File: config.mk
export PLATFORM = sky130hd
export DESIGN_NAME = arith_seq
export DESIGN_NICKNAME = d
export VERILOG_FILES = /design/src/rtl/arith_seq.sv
export SDC_FILE = /design/constraint.sdc
export NUM_CORES = 1
export LEC_CHECK = 0
export ABC_AREA = 1
export CAP_MARGIN = 20
export CORE_UTILIZATION = 45
export CTS_CLUSTER_DIAMETER = 100
export DETAILED_ROUTE_END_ITERATION = 7
export PLACE_DENSITY_LB_ADDON = 0.25
export REMOVE_ABC_BUFFERS = 1
export SLEW_MARGIN = 40
export SYNTH_ARGS = -nofsm -noshare
export SYNTH_HDL_FRONTEND = slang
export SYNTH_SLANG_ARGS = --single-unit
File: constraint.sdc
create_clock -name clk -period 20.5 [get_ports clk]
set_input_delay 6.15 -clock clk [delete_from_list [all_inputs] [get_ports clk]]
set_output_delay 6.15 -clock clk [all_outputs]
set_load 0.05 [all_outputs]
File: src/rtl/arith_seq.sv
// Multi-cycle unsigned arithmetic unit: add, shift-add multiply, absolute difference and
// restoring divide/remainder behind a start/busy/done handshake.
module arith_seq #(
    parameter int unsigned WIDTH = 32
) (
    input  logic             clk,
    input  logic             rst,
    input  logic             start,
    input  logic [WIDTH-1:0] a,
    input  logic [WIDTH-1:0] b,
    input  logic [2:0]       opcode,
    output logic [WIDTH-1:0] outau,
    output logic             busy,
    output logic             done,
    output logic             err,
    output logic             ovf
);

    localparam int unsigned CW = (WIDTH > 1) ? $clog2(WIDTH) : 1;

    localparam logic [2:0] OpAdd = 3'b000;
    localparam logic [2:0] OpMul = 3'b001;
    localparam logic [2:0] OpAbs = 3'b010;
    localparam logic [2:0] OpDiv = 3'b011;
    localparam logic [2:0] OpRem = 3'b100;

    localparam logic [WIDTH-1:0] MsbOnly = {1'b1, {(WIDTH-1){1'b0}}};

    typedef enum logic [1:0] {StIdle, StExec, StIter} state_e;

    state_e state_q, state_d;

    logic [WIDTH-1:0] a_q, a_d, b_q, b_d;
    logic [2:0]       op_q, op_d;
    // acc: product high half or partial remainder; sh: multiplier or dividend/quotient
    logic [WIDTH-1:0] acc_q, acc_d, sh_q, sh_d, opnd_q, opnd_d;
    logic [CW-1:0]    cnt_q, cnt_d;
    logic [WIDTH-1:0] outau_d;
    logic             done_d, err_d, ovf_d;

    logic [WIDTH-1:0]   mx, mn;
    logic               is_div, zero_div, iter_go;
    logic [WIDTH:0]     add_sum, mul_sum;
    logic [2*WIDTH-1:0] mul_next;
    logic [WIDTH:0]     div_shift;
    logic [WIDTH+1:0]   div_diff;
    logic               div_bit;
    logic [WIDTH-1:0]   rem_next, quo_next;

    assign busy     = (state_q != StIdle);
    assign mx       = (a_q >= b_q) ? a_q : b_q;
    assign mn       = (a_q >= b_q) ? b_q : a_q;
    assign is_div   = (op_q == OpDiv) || (op_q == OpRem);
    assign zero_div = (mn == '0);
    assign iter_go  = (op_q == OpMul) || (is_div && !zero_div);
    assign add_sum  = {1'b0, a_q} + {1'b0, b_q};

    assign mul_sum  = sh_q[0] ? ({1'b0, acc_q} + {1'b0, opnd_q}) : {1'b0, acc_q};
    assign mul_next = {mul_sum, sh_q[WIDTH-1:1]};

    assign div_shift = {acc_q, sh_q[WIDTH-1]};
    assign div_diff  = {1'b0, div_shift} - {2'b00, opnd_q};
    // Quotient bit is set when the trial difference is non-negative and fits the remainder
    assign div_bit   = (div_diff[WIDTH+1:WIDTH] == 2'b00);
    assign rem_next  = div_bit ? div_diff[WIDTH-1:0] : div_shift[WIDTH-1:0];
    assign quo_next  = {sh_q[WIDTH-2:0], div_bit};

    always_ff @(posedge clk or posedge rst) begin
        if (rst) begin
            state_q <= StIdle;
        end else begin
            state_q <= state_d;
        end
    end

    always_comb begin
        state_d = state_q;
        unique case (state_q)
            StIdle:  if (start) state_d = StExec;
            StExec:  state_d = iter_go ? StIter : StIdle;
            StIter:  if (cnt_q == '0) state_d = StIdle;
            default: state_d = StIdle;
        endcase
    end

    always_comb begin
        a_d     = a_q;
        b_d     = b_q;
        op_d    = op_q;
        acc_d   = acc_q;
        sh_d    = sh_q;
        opnd_d  = opnd_q;
        cnt_d   = cnt_q;
        outau_d = outau;
        err_d   = err;
        ovf_d   = ovf;
        done_d  = 1'b0;
        unique case (state_q)
            StIdle: begin
                if (start) begin
                    a_d  = a;
                    b_d  = b;
                    op_d = opcode;
                end
            end
            StExec: begin
                acc_d = '0;
                cnt_d = CW'(WIDTH - 1);
                if (op_q == OpMul) begin
                    sh_d   = b_q;
                    opnd_d = a_q;
                end else begin
                    sh_d   = mx;
                    opnd_d = mn;
                end
                if (!iter_go) begin
                    done_d = 1'b1;
                    err_d  = 1'b0;
                    ovf_d  = 1'b0;
                    case (op_q)
                        OpAdd: begin
                            outau_d = add_sum[WIDTH-1:0];
                            ovf_d   = add_sum[WIDTH];
                        end
                        OpAbs: outau_d = mx - mn;
                        OpDiv, OpRem: begin
                            outau_d = MsbOnly;
                            err_d   = 1'b1;
                        end
                        default: outau_d = '0;
                    endcase
                end
            end
            StIter: begin
                cnt_d = cnt_q - CW'(1);
                if (op_q == OpMul) begin
                    {acc_d, sh_d} = mul_next;
                end else begin
                    acc_d = rem_next;
                    sh_d  = quo_next;
                end
                if (cnt_q == '0) begin
                    cnt_d  = '0;
                    done_d = 1'b1;
                    err_d  = 1'b0;
                    ovf_d  = 1'b0;
                    if (op_q == OpMul) begin
                        outau_d = mul_next[WIDTH-1:0];
                        ovf_d   = |mul_next[2*WIDTH-1:WIDTH];
                    end else if (op_q == OpDiv) begin
                        outau_d = quo_next;
                    end else begin
                        outau_d = rem_next;
                    end
                end
            end
            default: ;
        endcase
    end

    always_ff @(posedge clk or posedge rst) begin
        if (rst) begin
            a_q    <= '0;
            b_q    <= '0;
            op_q   <= '0;
            acc_q  <= '0;
            sh_q   <= '0;
            opnd_q <= '0;
            cnt_q  <= '0;
            outau  <= '0;
            done   <= 1'b0;
            err    <= 1'b0;
            ovf    <= 1'b0;
        end else begin
            a_q    <= a_d;
            b_q    <= b_d;
            op_q   <= op_d;
            acc_q  <= acc_d;
            sh_q   <= sh_d;
            opnd_q <= opnd_d;
            cnt_q  <= cnt_d;
            outau  <= outau_d;
            done   <= done_d;
            err    <= err_d;
            ovf    <= ovf_d;
        end
    end

endmodule

# Word level (Yosys, flattened, before mapping)
# Cells that the tools add are included.
[classes]
magnitude_cmp = 1
n_eq_ne = 9
n_addsub = 5
muxes = 34
reduce_logical = 16
[ops]
columns = ["cell", "count"]
rows = [
  ["$mux W32", 11],
  ["$pmux W32 S2", 3],
  ["$pmux W32 S3", 1],
  ["$add A32 B32 Y33", 2],
  ["$sub A33 B32 Y34", 1],
  ["$mux W33", 1],
  ["$ge A32 B32 Y1", 1],
  ["$logic_not A32 Y1", 1],
  ["$reduce_or A32 Y1", 1],
  ["$sub A32 B32 Y32", 1],
  ["$pmux W5 S2", 1],
  ["$mux W1", 9],
  ["$eq A3 B2 Y1 const B", 2],
  ["$mux W2", 3],
  ["$ne A2 B2 Y1 const B", 3],
  ["$pmux W1 S2", 3],
  ["$pmux W2 S3", 1],
  ["$logic_not A5 Y1", 1],
  ["$mux W5", 1],
  ["$sub A5 B1 Y5 const B", 1],
  ["$logic_not A2 Y1", 2],
  ["$reduce_and A2 Y1", 2],
  ["$reduce_bool A2 Y1", 2],
  ["$eq A3 B1 Y1 const B", 1],
  ["other kinds (9)", 10],
]
[word_totals]
output_inout_bits = 36
regBits = 205

# Logic depth before layout (Yosys ltp)
[depth]
word_depth = 8
depth_mapped = 33
depth_no_buf = 32

# Least setup slack after synthesis
# Ideal clock, no wire load.
[synth_timing]
path_type = "input to register"
startpoint = "input port start"
endpoint = "register b_q[10]"
n_path_buf = 2
setup_ns = 0.078
t_arrival_ns = 7.061
slack_ns = 13.362
cell_stages = 5
path_cell_list = "nand2_1 buf_1 buf_1 nor2_1 a21oi_1"
[synth_between]
elab_chain_cells = 1
[synth_lines]
columns = ["item", "line_no", "text"]
rows = [
  ["from (decl)", "8", "input logic start,"],
  ["$reduce_and A2 Y1 (no source line)", "-", ""],
  ["to (signal assigned)", "164", "b_q <= '0;"],
  ["to (signal assigned)", "176", "b_q <= b_d;"],
  ["to (decl)", "33", "logic [WIDTH-1:0] a_q, a_d, b_q, b_d;"],
]
# No other way between the ends.
# A chain may end at the register's enable or synchronous reset.

# Worst setup path in the final report
[layout_timing]
startpoint = "register state_q[0]"
endpoint = "output port busy"
[layout_between]
elab_chain_cells = 1
[layout_lines]
columns = ["item", "line_no", "text"]
rows = [
  ["from (decl)", "31", "state_e state_q, state_d;"],
  ["from (signal assigned)", "70", "state_q <= StIdle;"],
  ["from (signal assigned)", "72", "state_q <= state_d;"],
  ["$reduce_bool A2 Y1", "50", "assign busy = (state_q != StIdle);"],
  ["to (decl)", "13", "output logic busy,"],
]
# No other way between the ends.

==> results.md <==
- Status: finished, violations left
- Failing checks: design-rule violations
- Highest clock rate: roughly 120 MHz
- Clk buf depth: 3
- WL met3: ~6200 µm
- R2r worst-path depth: 20
- Clk sinks: a little over 200
- Worst EP required: about 14 ns
- Hold-fix buffers, CTS: 0
- Core area: 44320 µm²
- Total Wirelength: between 70000 and 80000 µm
- Final Hold Viols: 0
- Min Clock Period, post-route: between 8 and 9 ns
- Cell variety after synth: 56
- Cell Area, Synth: just over 20000 µm²
- CTS tree: yes
- Slew @ Worst Pin: ~0.85 ns
- Worst path arrival time: around 2.1 ns
- Worst R2R Setup Slack: ~15 ns
- DR DRC count: 5
- Worst setup EP type: output port
- Slew HR: 42.95%
- Die height: about 210 µm
- Clk root buf: clkbuf_16
- Routed WL per cell: roughly 21 µm
- Nets@finish: 3433
- H-Tree Depth: 1
- Yosys warns: 0
- Synthesized flop and latch total: just over 200
- Post_cts resized: 0
- Largest net degree at the start of global routing: between 100 and 150
- Initial drt markers: roughly 2.3k
- Commonest non-fill, non-tap cell in the layout: nand2_1
- PortBufs: roughly 110
- DR WL met2: between 30000 and 40000 µm
- Unrepaired setup endpoints after global routing: false
- Sequential area share after synthesis: 25.37%
- Final Max Slew Viols: 0
- Placer Congestion: just under 1
- DPL Wire Length: slightly above 60000 µm
- Worst Hold Depth: 2
- Vias: between 20k and 25k
- Clock latency on the worst-skew pair: 0.59 ns
- GRT Util Overall: about a third
- Via density: 5.751
- Mapped Cells: 3218
- Layout Skew: 0.04884 ns
- Critical R2R Capture: outau[19]
- Min-Delay Endpoint: outau[13]
- Layout cells sized above 1: under 10%
- WL met1: around 35000 µm
- Critical path class: flop to output port
- Max Cap Violations: 0
- Most frequent cells in the layout: nand2_1, inv_1, nor2_1, a21oi_1, o21ai_0
- Number of global-route vias before repair: around 21k
- CP Launch Type: flop
- # IOs: ~110
- Crit Path Max Fanout: 3
- Final ANT Viol Nets: 0
- Starting Density: 45.64%
- Area grow syn2layout: 10.46%
- Drt pass-1 iters: 8
- Post-CTS Setup Repair Bufs: 0
- R2R Path Start: b_q[25]
- Uppermost layer routed: met4
- Hold Path Class: flop to flop
- Die boundary width: 214.0 µm
- GRT overflow: 0
- Hold Crit Start: outau[13]
- Setup TNS: 0 ns
- Synth Area per Inst: approximately 6.3 µm²
- Initial antenna violation count: 4
- Rows: 77
- Worst-path clk slew: roughly 0.06 ns
- TritonCTS buffer count: 26
- Setup-failing EPs final: 0
- Die area: about 46000 µm²
- First-pass GRT wire length: around 120000 µm
- Final Cycle Share: about two fifths
logic make-up after synthesis:
logic type | after synthesis | share of synthesized area, %
compound gates | 779 | 21.70
xor+xnor | 51 | 2.246
simple gates | 1493 | 30.64
mux | 12 | 0.6620
fa+ha+maj | 136 | 8.525
buf+inv | 542 | 10.86
flops | 205 | 25.37
cell type report:
cell class              count  area [µm²]
inverters                 398        1514
well taps                 592       740.7
clock inverters             9       65.06
repair buffers            125        1212
clock buffers              38       745.7
flip-flops and latches    205        5130
diodes                      1       2.502
multi-input cells        2471       12930
fillers                  4625       21980
worst max-delay path, stage by stage (launching register included):
cell and delay (ns):
dfrtp_1 0.41, inv_1 0.09, ha_2 0.21, inv_1 0.08, clkdlybuf4s50_1 0.80
stage by stage:
step / cells / hold slack, ns / cell area (µm²) / worst slack, ns / utilization, %
global placement: 3791 / 0.4658 / 21510 / 11.98 / 48.53
finish: 3839 / 0.4856 / 22340 / 12.22 / 50.41
detailed placement: 3791 / 0.4706 / 21520 / 12.15 / 48.55
CTS: 3838 / 0.4869 / 22330 / 12.21 / 50.38
global route: 3838 / 0.5215 / 22340 / 12.16 / 50.40
floorplan: 3074 / 0.4633 / 19530 / 8.754 / -
flip-flops by register name (all words and copies together), names as in the netlist:
signal,flops
a_q,32
acc_q,32
b_q,32
cnt_q,5
done,1
err,1
op_q,3
opnd_q,32
outau,32
ovf,1
sh_q,32
state_q,2
cells in the mapped netlist (all sizes together):
master	n	share of area (%)
nand2	875	17
inv	398	7.4
nor2	322	6.1
a21oi	313	8.0
o21ai	288	7.2
nand3	209	5.2
dfrtp	205	25
ha	133	8.2
clkbuf	75	1.4
buf	69	2.1
o22ai	43	1.3
xor2	33	1.5
a22oi	32	1.2
nor3	26	0.80
o221ai	25	1.1
nand4	22	0.68
xnor2	18	0.78
a31oi	15	0.46
o211ai	13	0.48
nand3b	12	0.45
nor4	12	0.37
mux2	11	0.61
a21o	10	0.37
or2	10	0.31
o21a	9	0.33
o21bai	9	0.33
a21boi	7	0.26
a221oi	7	0.30
o31ai	5	0.21
and2	3	0.093
fa	3	0.30
a211oi	2	0.074
and3	1	0.031
mux2i	1	0.049
o311ai	1	0.043
or3b	1	0.043
layer usage:
| metal | track usage, % | vias up |
|---|---|---|
| li1 | - | 10637 |
| met1 | 47.60 | 10416 |
| met2 | 54.62 | 897 |
| met3 | 4.165 | 129 |
| met4 | 11.15 | 0 |
| met5 | 0 | - |
worst max path at each step:
stage / startpoint / end / slack (ns) / depth (start not counted)
global route: state_q[0] / busy / 12.16 / 4
CTS: state_q[0] / busy / 12.21 / 4
global placement: rst / acc_q[25] / 11.98 / 3
finish: state_q[0] / busy / 12.22 / 4
detailed placement: start / a_q[5] / 12.15 / 4
floorplan: rst / a_q[0] / 8.75 / 1
Power is left out: the tool's default activity adds up to more than one toggle a clock period on the data nets, which glitch-free logic cannot reach.
